## config.mk

```make
export PLATFORM = sky130hd
export DESIGN_NAME = pic_return_stack
export DESIGN_NICKNAME = d
export VERILOG_FILES = /design/src/rtl/pic_return_stack.sv
export SDC_FILE = /design/constraint.sdc
export NUM_CORES = 1
export LEC_CHECK = 0
export ABC_AREA = 1
export BUFFER_PORTS_ARGS = -buffer_cell sky130_fd_sc_hd__clkbuf_2
export CELL_PAD_IN_SITES_DETAIL_PLACEMENT = 0
export CELL_PAD_IN_SITES_GLOBAL_PLACEMENT = 1
export CORE_ASPECT_RATIO = 1.25
export CORE_MARGIN = 4
export CORE_UTILIZATION = 35
export DETAILED_ROUTE_END_ITERATION = 10
export GPL_TIMING_DRIVEN = 0
export HOLD_SLACK_MARGIN = 0.08
export PLACE_DENSITY_LB_ADDON = 0.1
export SYNTH_ARGS = -nofsm -noshare
export SYNTH_HDL_FRONTEND = slang
export SYNTH_SLANG_ARGS = --single-unit
```

## constraint.sdc

```tcl
create_clock -name clk -period 1.76 [get_ports clk]
set_clock_uncertainty 0.1 [all_clocks]
set_input_delay 0.352 -clock clk [delete_from_list [all_inputs] [get_ports clk]]
set_output_delay 0.352 -clock clk [all_outputs]
set_load 0.05 [all_outputs]
```

## src/rtl/pic_return_stack.sv

```systemverilog
// pic_return_stack: PIC16C5x-style shift-register return-address stack with level tracking.
// Optional sticky overflow/underflow flags and event pulse when `define PC_STACK_ERR_EN is set.
module pic_return_stack #(
    parameter int PC_WIDTH  = 11,
    parameter int STK_DEPTH = 2,
    parameter int LVL_WIDTH = 2
) (
    input  logic                 clk,
    input  logic                 rst,
    input  logic [1:0]           stk_cmd,
    input  logic [PC_WIDTH-1:0]  pc_in,
    output logic [PC_WIDTH-1:0]  tos_out,
    output logic [LVL_WIDTH-1:0] level,
    output logic                 full,
    output logic                 empty,
    input  logic                 err_clr,
    output logic                 ovf_flag,
    output logic                 unf_flag,
    output logic                 err_pulse
);

    localparam logic [1:0]           STK_PUSH = 2'b01;
    localparam logic [1:0]           STK_POP  = 2'b10;
    localparam logic [LVL_WIDTH-1:0] LVL_FULL = LVL_WIDTH'(STK_DEPTH);
    localparam logic [LVL_WIDTH-1:0] LVL_ONE  = LVL_WIDTH'(1);

    if (STK_DEPTH < 2) begin : g_bad_depth
        $error("pic_return_stack: STK_DEPTH must be >= 2");
    end
    if ((1 << LVL_WIDTH) <= STK_DEPTH) begin : g_bad_lvl_width
        $error("pic_return_stack: LVL_WIDTH too narrow for STK_DEPTH");
    end

    logic [STK_DEPTH-1:0][PC_WIDTH-1:0] lvl_q, lvl_d;
    logic [LVL_WIDTH-1:0]               level_q, level_d;
    logic                               ovf_evt, unf_evt;

    // The array always shifts on a command; only the level counter saturates.
    always_comb begin
        lvl_d   = lvl_q;
        level_d = level_q;
        ovf_evt = 1'b0;
        unf_evt = 1'b0;
        case (stk_cmd)
            STK_PUSH: begin
                lvl_d[0] = pc_in;
                for (int i = 1; i < STK_DEPTH; i++) begin
                    lvl_d[i] = lvl_q[i-1];
                end
                if (level_q == LVL_FULL) begin
                    ovf_evt = 1'b1;
                end else begin
                    level_d = level_q + LVL_ONE;
                end
            end
            STK_POP: begin
                // Bottom entry is kept, so repeated pops replicate it.
                for (int i = 0; i < STK_DEPTH - 1; i++) begin
                    lvl_d[i] = lvl_q[i+1];
                end
                if (level_q == '0) begin
                    unf_evt = 1'b1;
                end else begin
                    level_d = level_q - LVL_ONE;
                end
            end
            default: ;
        endcase
    end

    always_ff @(posedge clk) begin
        if (rst) begin
            lvl_q   <= '0;
            level_q <= '0;
        end else begin
            lvl_q   <= lvl_d;
            level_q <= level_d;
        end
    end

    assign tos_out = lvl_q[0];
    assign level   = level_q;
    assign full    = (level_q == LVL_FULL);
    assign empty   = (level_q == '0);

`ifdef PC_STACK_ERR_EN
    logic ovf_q, ovf_d;
    logic unf_q, unf_d;
    logic pulse_q, pulse_d;

    // A new event outranks a coincident clear.
    always_comb begin
        ovf_d   = ovf_evt | (ovf_q & ~err_clr);
        unf_d   = unf_evt | (unf_q & ~err_clr);
        pulse_d = ovf_evt | unf_evt;
    end

    always_ff @(posedge clk) begin
        if (rst) begin
            ovf_q   <= 1'b0;
            unf_q   <= 1'b0;
            pulse_q <= 1'b0;
        end else begin
            ovf_q   <= ovf_d;
            unf_q   <= unf_d;
            pulse_q <= pulse_d;
        end
    end

    assign ovf_flag  = ovf_q;
    assign unf_flag  = unf_q;
    assign err_pulse = pulse_q;
`else
    logic unused_err;
    assign unused_err = err_clr ^ ovf_evt ^ unf_evt;

    assign ovf_flag  = 1'b0;
    assign unf_flag  = 1'b0;
    assign err_pulse = 1'b0;
`endif

endmodule

```

After elaboration in Yosys (flattened, before gate mapping)
Cells that the tools add are included.

Bits of input ports: 16. Bits in writable memories: 0. Output and inout bits: 18. Latch bits: 0. Bits in registers: 24. Memories: 0. Bits in read-only memories: 0.

Bitwise operators: 0. Shift-type cells: 0. Order comparisons: 0. Multipliers: 0. Muxes and demuxes: 4. Reductions and logical operators: 3. Add/sub/neg operators: 2. Eq/ne operators: 5. Div/mod/pow operators: 0.

Operator list (count): $pmux W11 S2 (1); $eq A2 B2 Y1 const B (2); $mux W2 (2); $ne A2 B2 Y1 const B (2); $pmux W2 S2 (1); $reduce_and A3 Y1 (1); $add A2 B1 Y2 const B (1); $eq A2 B1 Y1 const B (1); $logic_not A2 Y1 (1); $reduce_bool A2 Y1 (1); $sub A2 B1 Y2 const B (1).

Logic depth before layout (Yosys ltp)
Gate-level depths: netlist of run 1.

Depth in word-level cells: 3. Mapped depth: 9. Gate-level depth less buffers: 9.

Worst setup path after synthesis of run 1
No wires, ideal clock.

Path kind: reg-to-output. Start: register level_q[1], in the netlist level[1]. End: output port full. Cell stages (with the launch flop): 3. Buffers on the path: 0. Slack: -0.159 ns. Required time: 1.308 ns. Arrival: 1.467 ns. Path through: dfxtp_1 > inv_1 > nor2_1.

Cells in the longest elaborated chain, start to end: 1.

Ends and longest elaborated chain: from (decl) (RTL line 35) `logic [LVL_WIDTH-1:0] level_q, level_d;`; from (signal assigned) (RTL line 77) `level_q <= level_d;`; $eq A2 B2 Y1 (RTL line 83) `assign full = (level_q == LVL_FULL);`; to (decl) (RTL line 14) `output logic full,`.

Every way passes these cells.

Final worst setup path of run 1
Ends and elaborated chain as after synthesis.

==> results of run 1 <==
-- where the power goes --
part | switching [µW] | leakage (µW) | internal (µW) | total (µW)
registers | 35.3 | 0.000199 | 591 | 626
clock network | 167 | 0.0000216 | 153 | 320
logic | 278 | 0.000568 | 130 | 408
total | 481 | 0.000788 | 874 | 1350
-- per-stage QoR --
step,utilization [%],area [µm²],worst slack [ps],hold WS (ps)
final,44.2,1410,173,296
after global routing,44.2,1410,110,328
after CTS,44.2,1410,162,299
after detailed placement,42.9,1370,66.6,387
after global placement,42.9,1370,66.6,377
after floorplan,-,1180,30.6,363
-- flip-flops by register name (all words and copies together), names as in the netlist --
name	flops
lvl_q	11
tos_out	11
level	2
-- final cells by class --
type	instances	area, µm²	area share [%]
inverters	19	71.3	5.05
multi-input cells	100	473	33.5
repair buffers	29	145	10.3
flip-flops and latches	24	480	34.0
clock buffers	3	41.3	2.93
well taps	37	46.3	3.28
plain buffers	22	154	10.9
-- per-layer routing --
| layer | vias up | global-route usage [%] | part of all wire [%] |
|---|---|---|---|
| li1 | 568 | - | - |
| met1 | 474 | 16.3 | 44 |
| met2 | 21 | 24.2 | 49 |
| met3 | 2 | 2.85 | 5.6 |
| met4 | 0 | 4.43 | 0.64 |
| met5 | - | 0 | 0 |
-- cell families after synthesis --
kind of cell	count (synthesis)	synth area share, %
AO/OA/AOI/OAI	24	12.7
adder cells (fa/ha/maj)	2	2.15
buffers and inverters	41	19.3
flip-flops	24	41.2
other	1	0.322
AND/OR/NAND/NOR	71	24.4
-- path summary, 6_finish.rpt --
check	endpoint	slack, ps	cells after the start
worst min-delay path	lvl_q[12]	300	4
worst max register to register	level[1]	690	7
worst min register to register	lvl_q[15]	400	2
worst max-delay path	full	170	3
-- cells in the mapped netlist --
library cell | instances | area (µm²)
inv_2 | 1 | 3.75
nand3_1 | 14 | 70.1
buf_2 | 4 | 20.0
clkbuf_2 | 2 | 10.0
inv_1 | 18 | 67.6
dfxtp_1 | 24 | 480
a21oi_1 | 1 | 5.00
nand2_1 | 31 | 116
conb_1 | 1 | 3.75
buf_6 | 1 | 11.3
nor2_1 | 26 | 97.6
o21ai_0 | 12 | 60.1
ha_1 | 2 | 25.0
buf_4 | 15 | 113
o211ai_1 | 11 | 82.6
-- worst max-delay path: cells and delay by family (launching register included) --
| kind | cells | cell delay (ps) |
|---|---|---|
| buf+inv | 2 | 380 |
| flops | 1 | 420 |
| simple gates | 1 | 80 |
-- cell usage in the layout (no fill, tap or decap) --
cell,Yosys,final
nand2_1,31,31
o211ai_1,11,11
inv_2,1,1
buf_4,15,15
nor2_2,0,2
inv_1,18,18
a21oi_1,1,1
ha_1,2,2
clkbuf_2,2,31
nand3_1,14,14
o21ai_0,12,12
clkbuf_8,0,3
buf_6,1,1
buf_2,4,4
nor2_1,26,24
dfxtp_1,24,24
conb_1,1,3
==> flow_metrics.env, run 1 <==
export IMPL_crit_type="reg2out"
export IMPL_num_rows=23
export IMPL_drtAntennaViolNets=0
export IMPL_worstPathArrival_ps=1140
export IMPL_dpl_hpwl_mm=1.95
export IMPL_num_io_pins=34
export IMPL_cts_setup_buffers=0
export IMPL_wirelength_mm=2.65
export IMPL_grt_ovfl_total=0
export IMPL_finalMaxSlewViolations=0
export IMPL_rsz0062_at_grt="no"
export IMPL_synth_warnings=0
export IMPL_synth_cell_types=15
export IMPL_start_kind="flop"
export IMPL_power_uw=1350
export IMPL_slowest_stage="dfxtp_1"
export IMPL_nets=217
export IMPL_fin_crit_ps=1590
export IMPL_clockBufferDepth=2
export IMPL_syn_inst=163
export IMPL_worstPathCellList="inv_1 -> nor2_2 -> clkbuf_2"
export IMPL_power_leakage_uw=0.000788
export IMPL_min_path_type="in2reg"
export IMPL_core_area_um2=3190
export IMPL_syn_avg_cell_area_um2=7.15
export IMPL_grt_pass1_vias=995
export IMPL_drtPass1Iterations=4
export IMPL_via_count=1065
export IMPL_vdd_ir_drop_max_mv=0.470
export IMPL_grt_max_degree=13
export IMPL_path_clk_slew_ps=80
export IMPL_die_width_um=59.6
export IMPL_cts_buffers=3
export IMPL_fillers=347
export IMPL_antenna_cells=0
export IMPL_seq_area_frac_synth_pct=41.2
export IMPL_cts_htree_levels=1
export IMPL_hp_start="rst"
export IMPL_wire_per_inst_um=11.3
export IMPL_cts_root_buffer="clkbuf_8"
export IMPL_area_delta_synth_final_pct=21.0
export IMPL_instances_no_fill=234
export IMPL_cts_resized=0
export IMPL_crit_path_max_incr_delay_ps=420
export IMPL_die_area_um2=4320
export IMPL_hold_violations=0
export IMPL_antenna_found_initial=0
export IMPL_clk_latency_ps=260
export IMPL_via_per_inst=4.55
export IMPL_cts_hold_buffers=0
export IMPL_critPathCaptureType="primary output"
export IMPL_grt_pass1_wl_mm=4.55
export IMPL_synth_seq_cells=24
export IMPL_cts_tree="built"
export IMPL_gp_congestion=0.693
export IMPL_max_freq_mhz=630
export IMPL_drive_gt1_share_pct=28.9
export IMPL_timing_rr_start="level[1]"
export IMPL_netlist_area_um2=1170
export IMPL_initial_core_util_pct=36.5
export IMPL_grt_use_total_pct=13.7
export IMPL_maxCapViolCount=0
export IMPL_drt_iter0_markers=36
export IMPL_cp_startpoint="level[1]"
export IMPL_die_h_um=72.5
export IMPL_crit_path_max_fanout=5
export IMPL_drc=0
export IMPL_period_share_pct=90.2
export IMPL_setup_tns_ps=0
export IMPL_clkSinkCount=24
export IMPL_io_buffers=29
export IMPL_status="finished, final reports clean"
export IMPL_critPathRequiredTime_ps=1310
export IMPL_placedCellCount=231
export IMPL_finalSetupViolCount=0
export IMPL_power_density_nw_per_um2=960
Power figures use the tool's default switching activity.
==> inputs of run 2 (changes only) <==
--- a/config.mk
+++ b/config.mk
@@ -16,6 +16,7 @@
 export GPL_TIMING_DRIVEN = 0
 export HOLD_SLACK_MARGIN = 0.08
 export PLACE_DENSITY_LB_ADDON = 0.1
+export SETUP_SLACK_MARGIN = 0.5
 export SYNTH_ARGS = -nofsm -noshare
 export SYNTH_HDL_FRONTEND = slang
 export SYNTH_SLANG_ARGS = --single-unit
==> run 2 against run 1 <==
Effect of this change:
- routed wire length rose by 14%
- combinational power rose by 54%
- sequential share of layout area decreased by 7.3 points
- via count is 10% higher
- clock power up 4%
- design area is 33% higher
- worst hold slack better by 8.7 ps
- critical path type unchanged
- largest cell class is now buffers
==> flow_metrics.env, run 2 (synthesized netlist as in run 1, its figures left out) <==
export IMPL_rsz0062_at_grt="yes"
export IMPL_num_io_pins=34
export IMPL_core_area_um2=3190
export IMPL_slowest_stage="dfxtp_4"
export IMPL_die_width_um=59.6
export IMPL_critPathCaptureType="primary output"
export IMPL_max_freq_mhz=722
export IMPL_crit_type="reg2out"
export IMPL_antenna_cells=0
export IMPL_io_buffers=29
export IMPL_setup_tns_ps=0
export IMPL_grt_ovfl_total=0
export IMPL_drtPass1Iterations=4
export IMPL_instances_no_fill=249
export IMPL_cts_buffers=3
export IMPL_power_uw=1600
export IMPL_clkSinkCount=24
export IMPL_cts_hold_buffers=0
export IMPL_die_area_um2=4320
export IMPL_fin_crit_ps=1380
export IMPL_grt_pass1_wl_mm=5.25
export IMPL_worstPathCellList="inv_4 -> nor2_4 -> buf_8"
export IMPL_nets=231
export IMPL_cts_tree="built"
export IMPL_via_per_inst=4.72
export IMPL_num_rows=23
export IMPL_drt_iter0_markers=42
export IMPL_status="finished, final reports clean"
export IMPL_placedCellCount=231
export IMPL_start_kind="flop"
export IMPL_gp_congestion=0.701
export IMPL_initial_core_util_pct=36.5
export IMPL_cts_root_buffer="clkbuf_8"
export IMPL_cts_htree_levels=1
export IMPL_finalSetupViolCount=0
export IMPL_power_leakage_uw=0.000966
export IMPL_path_clk_slew_ps=80
export IMPL_via_count=1176
export IMPL_maxCapViolCount=0
export IMPL_crit_path_max_incr_delay_ps=390
export IMPL_grt_use_total_pct=15.7
export IMPL_drive_gt1_share_pct=41.0
export IMPL_final_core_util_pct=58.6
export IMPL_hold_violations=0
export IMPL_holdWs_ps=305
export IMPL_period_share_pct=78.7
export IMPL_wire_per_inst_um=12.1
export IMPL_dpl_hpwl_mm=2.00
export IMPL_layout_commonest_cell="nand2_1"
export IMPL_worstPathArrival_ps=930
export IMPL_power_density_nw_per_um2=854
export IMPL_grt_pass1_vias=1165
export IMPL_layout_common_cells="nand2_1, nor2_1, buf_4"
export IMPL_clk_latency_ps=260
export IMPL_area_delta_synth_final_pct=60.6
export IMPL_vdd_ir_drop_max_mv=0.560
export IMPL_min_path_type="in2reg"
export IMPL_antenna_found_initial=0
export IMPL_wirelength_mm=3.02
export IMPL_critPathRequiredTime_ps=1310
export IMPL_drc=0
export IMPL_crit_path_max_fanout=4
export IMPL_drtAntennaViolNets=0
export IMPL_finalMaxSlewViolations=0
export IMPL_die_h_um=72.5
export IMPL_clockBufferDepth=2
export IMPL_grt_max_degree=14
-- run 2: changes by cell type in the layout (fill, tap and decap cells not counted), sizes merged --
cell and change:
clkbuf -2, buf +17
-- run 2: worst paths after layout --
path	from	to	slack, ps	cells past startpoint
worst max-delay path	level[1]	full	380	3
worst min-delay path	rst	lvl_q[11]	310	4
worst max register to register	level[1]	level[1]	660	8
worst min register to register	lvl_q[19]	lvl_q[19]	410	2
-- run 2: power breakdown --
group          leakage (µW)  internal, µW  total, µW  switching [µW]
combinational      0.000740           310        630             320
sequential         0.000203           598        637            38.5
clock             0.0000228           162        333             171
-- run 2: final cells by class --
class                      count  area (µm²)
tap                           37        46.3
clock buffer                   4        45.0
multi-input combinational    100         495
sequential                    24         502
timing repair buffer          43         503
inverter                      19        73.8
fill                         318        1320
buffer                        22         208
-- run 2: what timing repair did --
item | in CTS | in global routing
gates cloned | 0 | 0
endpoints found under the setup margin | 15 | 15
gates resized for setup | 63 | 5
setup buffers | 13 | 1
pin swaps | 2 | 0
-- run 2: per-layer routing --
| metal | vias up | share of wire [%] | GRT usage, % | routed length [µm] |
|---|---|---|---|---|
| li1 | 595 | - | - | - |
| met1 | 546 | 41 | 18.8 | 1240 |
| met2 | 30 | 52 | 27.5 | 1560 |
| met3 | 5 | 5.2 | 2.67 | 158 |
| met4 | 0 | 1.8 | 5.91 | 53 |
| met5 | - | 0 | 0 | 0 |
-- run 2: worst max-delay path: cells and delay by family, from the launching register on --
kind	cells	cell delay, ps
simple gates	1	80
flops	1	390
buf+inv	2	190
-- run 2: per-stage QoR --
stage,instance area (µm²),setup slack [ps]
3_3_place_gp,1410,318
5_1_grt,1870,332
3_5_place_dp,1410,299
4_1_cts,1860,347
2_1_floorplan,1220,487
6_report,1870,376
==> inputs of run 3 (changes only) <==
--- a/config.mk
+++ b/config.mk
@@ -5,13 +5,13 @@
 export SDC_FILE = /design/constraint.sdc
 export NUM_CORES = 1
 export LEC_CHECK = 0
-export ABC_AREA = 1
+export ABC_AREA = 0
 export BUFFER_PORTS_ARGS = -buffer_cell sky130_fd_sc_hd__clkbuf_2
 export CELL_PAD_IN_SITES_DETAIL_PLACEMENT = 0
 export CELL_PAD_IN_SITES_GLOBAL_PLACEMENT = 1
 export CORE_ASPECT_RATIO = 1.25
 export CORE_MARGIN = 4
-export CORE_UTILIZATION = 35
+export CORE_UTILIZATION = 34
 export DETAILED_ROUTE_END_ITERATION = 10
 export GPL_TIMING_DRIVEN = 0
 export HOLD_SLACK_MARGIN = 0.08
==> constraint.sdc (replaced) <==
create_clock -name clk -period 1.2 [get_ports clk]
set_clock_uncertainty 0.1 [all_clocks]
set_input_delay 0.24 -clock clk [delete_from_list [all_inputs] [get_ports clk]]
set_output_delay 0.24 -clock clk [all_outputs]
set_load 0.05 [all_outputs]
==> run 3 against run 2 <==
Effect of this change:
- the run now ends with negative setup slack left
- non-clock buffer count grew 7
- synthesized cell count shrank 21%
- worst setup slack lost 460 ps
- sequential share of layout area shrank 3.7 points
- utilization grew 7.7 points
==> flow_metrics.env, run 3 <==
export IMPL_die_width_um=60.9
export IMPL_power_leakage_uw=0.000945
export IMPL_drt_iter0_markers=27
export IMPL_setup_ws_ps=-88.9
export IMPL_core_area_um2=3280
export IMPL_pwr_share_clk_pct=27.5
export IMPL_finalSetupViolCount=16
export IMPL_seqPwrFrac_pct=38.5
export IMPL_synth_compound_area_share_pct=5.06
export IMPL_hold_violations=0
export IMPL_finalMaxSlewViolations=0
export IMPL_final_core_util_pct=66.4
export IMPL_cts_root_buffer="clkbuf_8"
export IMPL_grt_use_total_pct=15.5
export IMPL_drc=0
export IMPL_yosys_mux_area_fraction_pct=19.4
export IMPL_placedCellCount=197
export IMPL_worstPathArrival_ps=950
export IMPL_via_count=1039
export IMPL_cts_tree="built"
export IMPL_nets=204
export IMPL_io_buffers=29
export IMPL_synth_warnings=0
export IMPL_synth_adder_area_share_pct=2.11
export IMPL_status="finished with violations"
export IMPL_synth_cell_types=20
export IMPL_combPwrFrac_pct=34.0
export IMPL_vdd_ir_drop_max_mv=0.733
export IMPL_cts_buffers=3
export IMPL_synth_top_area_share_pct=40.5
export IMPL_p_sw_share_pct=28.5
export IMPL_drtPass1Iterations=4
export IMPL_die_h_um=74.1
export IMPL_seq_area_frac_synth_pct=40.5
export IMPL_synth_seq_cells=24
export IMPL_via_per_inst=4.68
export IMPL_synth_area_top_cells="dfxtp_1, mux2i_1, buf_4"
export IMPL_power_density_nw_per_um2=1040
export IMPL_path_clk_slew_ps=90
export IMPL_p_int_uw=1630
export IMPL_synthSimpleGateAreaFrac_pct=18.2
export IMPL_dpl_hpwl_mm=1.84
export IMPL_switchingPower_uw=648
export IMPL_clockBufferDepth=2
export IMPL_syn_inst=129
export IMPL_num_rows=23
export IMPL_wire_per_inst_um=13.9
export IMPL_gp_congestion=0.707
export IMPL_area_delta_synth_final_pct=83.4
export IMPL_initial_core_util_pct=36.2
export IMPL_grt_pass1_vias=1164
export IMPL_drive_gt1_share_pct=51.9
export IMPL_yosysTopAreaCell="dfxtp_1"
export IMPL_instances_no_fill=222
export IMPL_cts_htree_levels=1
export IMPL_max_freq_mhz=776
export IMPL_setup_tns_ps=-306
export IMPL_fillers=261
export IMPL_start_kind="flop"
export IMPL_synth_main_ff_cell="dfxtp_1"
export IMPL_period_share_pct=107
export IMPL_drtAntennaViolNets=0
export IMPL_num_io_pins=34
export IMPL_antenna_cells=0
export IMPL_holdWs_ps=121
export IMPL_max_slew_margin_pct=65.2
export IMPL_crit_path_max_fanout=3
export IMPL_layout_commonest_cell="mux2i_1"
export IMPL_synth_xor_area_share_pct=0
export IMPL_antenna_found_initial=0
export IMPL_fin_crit_ps=1290
export IMPL_grt_max_degree=15
export IMPL_synth_edf_count=0
export IMPL_synth_common_cells="dfxtp_1, mux2i_1, buf_4, nor2_1, nand2_1"
export IMPL_async_flop_share_pct=0
export IMPL_worst_slew_pin_transition_ps=523
export IMPL_cts_hold_buffers=0
export IMPL_rsz0062_at_grt="yes"
export IMPL_grt_ovfl_total=0
export IMPL_min_path_type="in2reg"
export IMPL_synth_most_common_cell="dfxtp_1"
export IMPL_maxCapViolCount=0
export IMPL_grt_pass1_wl_mm=5.29
export IMPL_synth_top_family_by_area="multiplexers"
export IMPL_dp_slack_ps=-351
export IMPL_wirelength_mm=3.09
export IMPL_critPathCaptureType="primary output"
export IMPL_layout_common_cells="mux2i_1, buf_6, buf_4"
export IMPL_clkSinkCount=24
export IMPL_violations="negative setup slack"
export IMPL_critPathRequiredTime_ps=860
export IMPL_clk_latency_ps=270
export IMPL_syn_avg_cell_area_um2=9.20
export IMPL_crit_type="reg2out"
export IMPL_die_area_um2=4510
export IMPL_netlist_area_um2=1190
[run 3: power by group through the flow]
stage | clock network [µW] | logic (µW) | registers (µW)
after detailed placement | 0 | 514 | 901
after global routing | 688 | 817 | 881
after CTS | 645 | 766 | 874
after global placement | 0 | 507 | 897
final | 625 | 773 | 875
after floorplan | 0 | 389 | 912
[run 3: stage by stage]
stage | total power, µW | area, µm²
floorplan | 1300 | 1350
global placement | 1400 | 1540
detailed placement | 1410 | 1540
CTS | 2290 | 2170
global route | 2390 | 2180
finish | 2270 | 2180
[run 3: layer usage]
layer,track usage (%),up-vias,part of all wire [%]
met5,0,-,0
met4,5.06,0,0.62
met3,2.95,2,3.9
met2,28.5,19,55
met1,17.5,499,41
li1,-,519,-
[run 3: final cells by class]
class | instances | area [µm²] | share of cell area [%]
Sequential cell | 24 | 502 | 23.0
Clock buffer | 4 | 66.3 | 3.05
Timing Repair Buffer | 50 | 704 | 32.4
Buffer | 22 | 243 | 11.1
Tap cell | 37 | 46.3 | 2.13
Multi-Input combinational cell | 83 | 588 | 27.0
Inverter | 2 | 27.5 | 1.26
[run 3: cells by family after synthesis]
| logic type | count (synthesis) |
|---|---|
| flops | 24 |
| buf+inv | 24 |
| simple gates | 43 |
| mux | 23 |
| other cells | 1 |
| fa+ha+maj | 2 |
| compound gates | 12 |
[run 3: final timing paths]
kind	depth (start not counted)	slack, ps	startpoint	to
worst min-delay path	2	120	rst	tos_out[1]
worst min register to register	2	400	lvl_q[21]	lvl_q[21]
worst max register to register	5	30	level[1]	level[0]
worst max-delay path	2	-90	level[1]	full
[run 3: critical path, cell delays in order, from the launching register on]
cell,delay [ps]
dfxtp_4,390
nor2b_4,150
buf_8,150
[run 3: what timing repair did]
item,in CTS,in global routing
pin swaps,10,4
buffers inserted,19,0
cloned,2,0
resized for setup,56,4
setup endpoints to repair,39,39
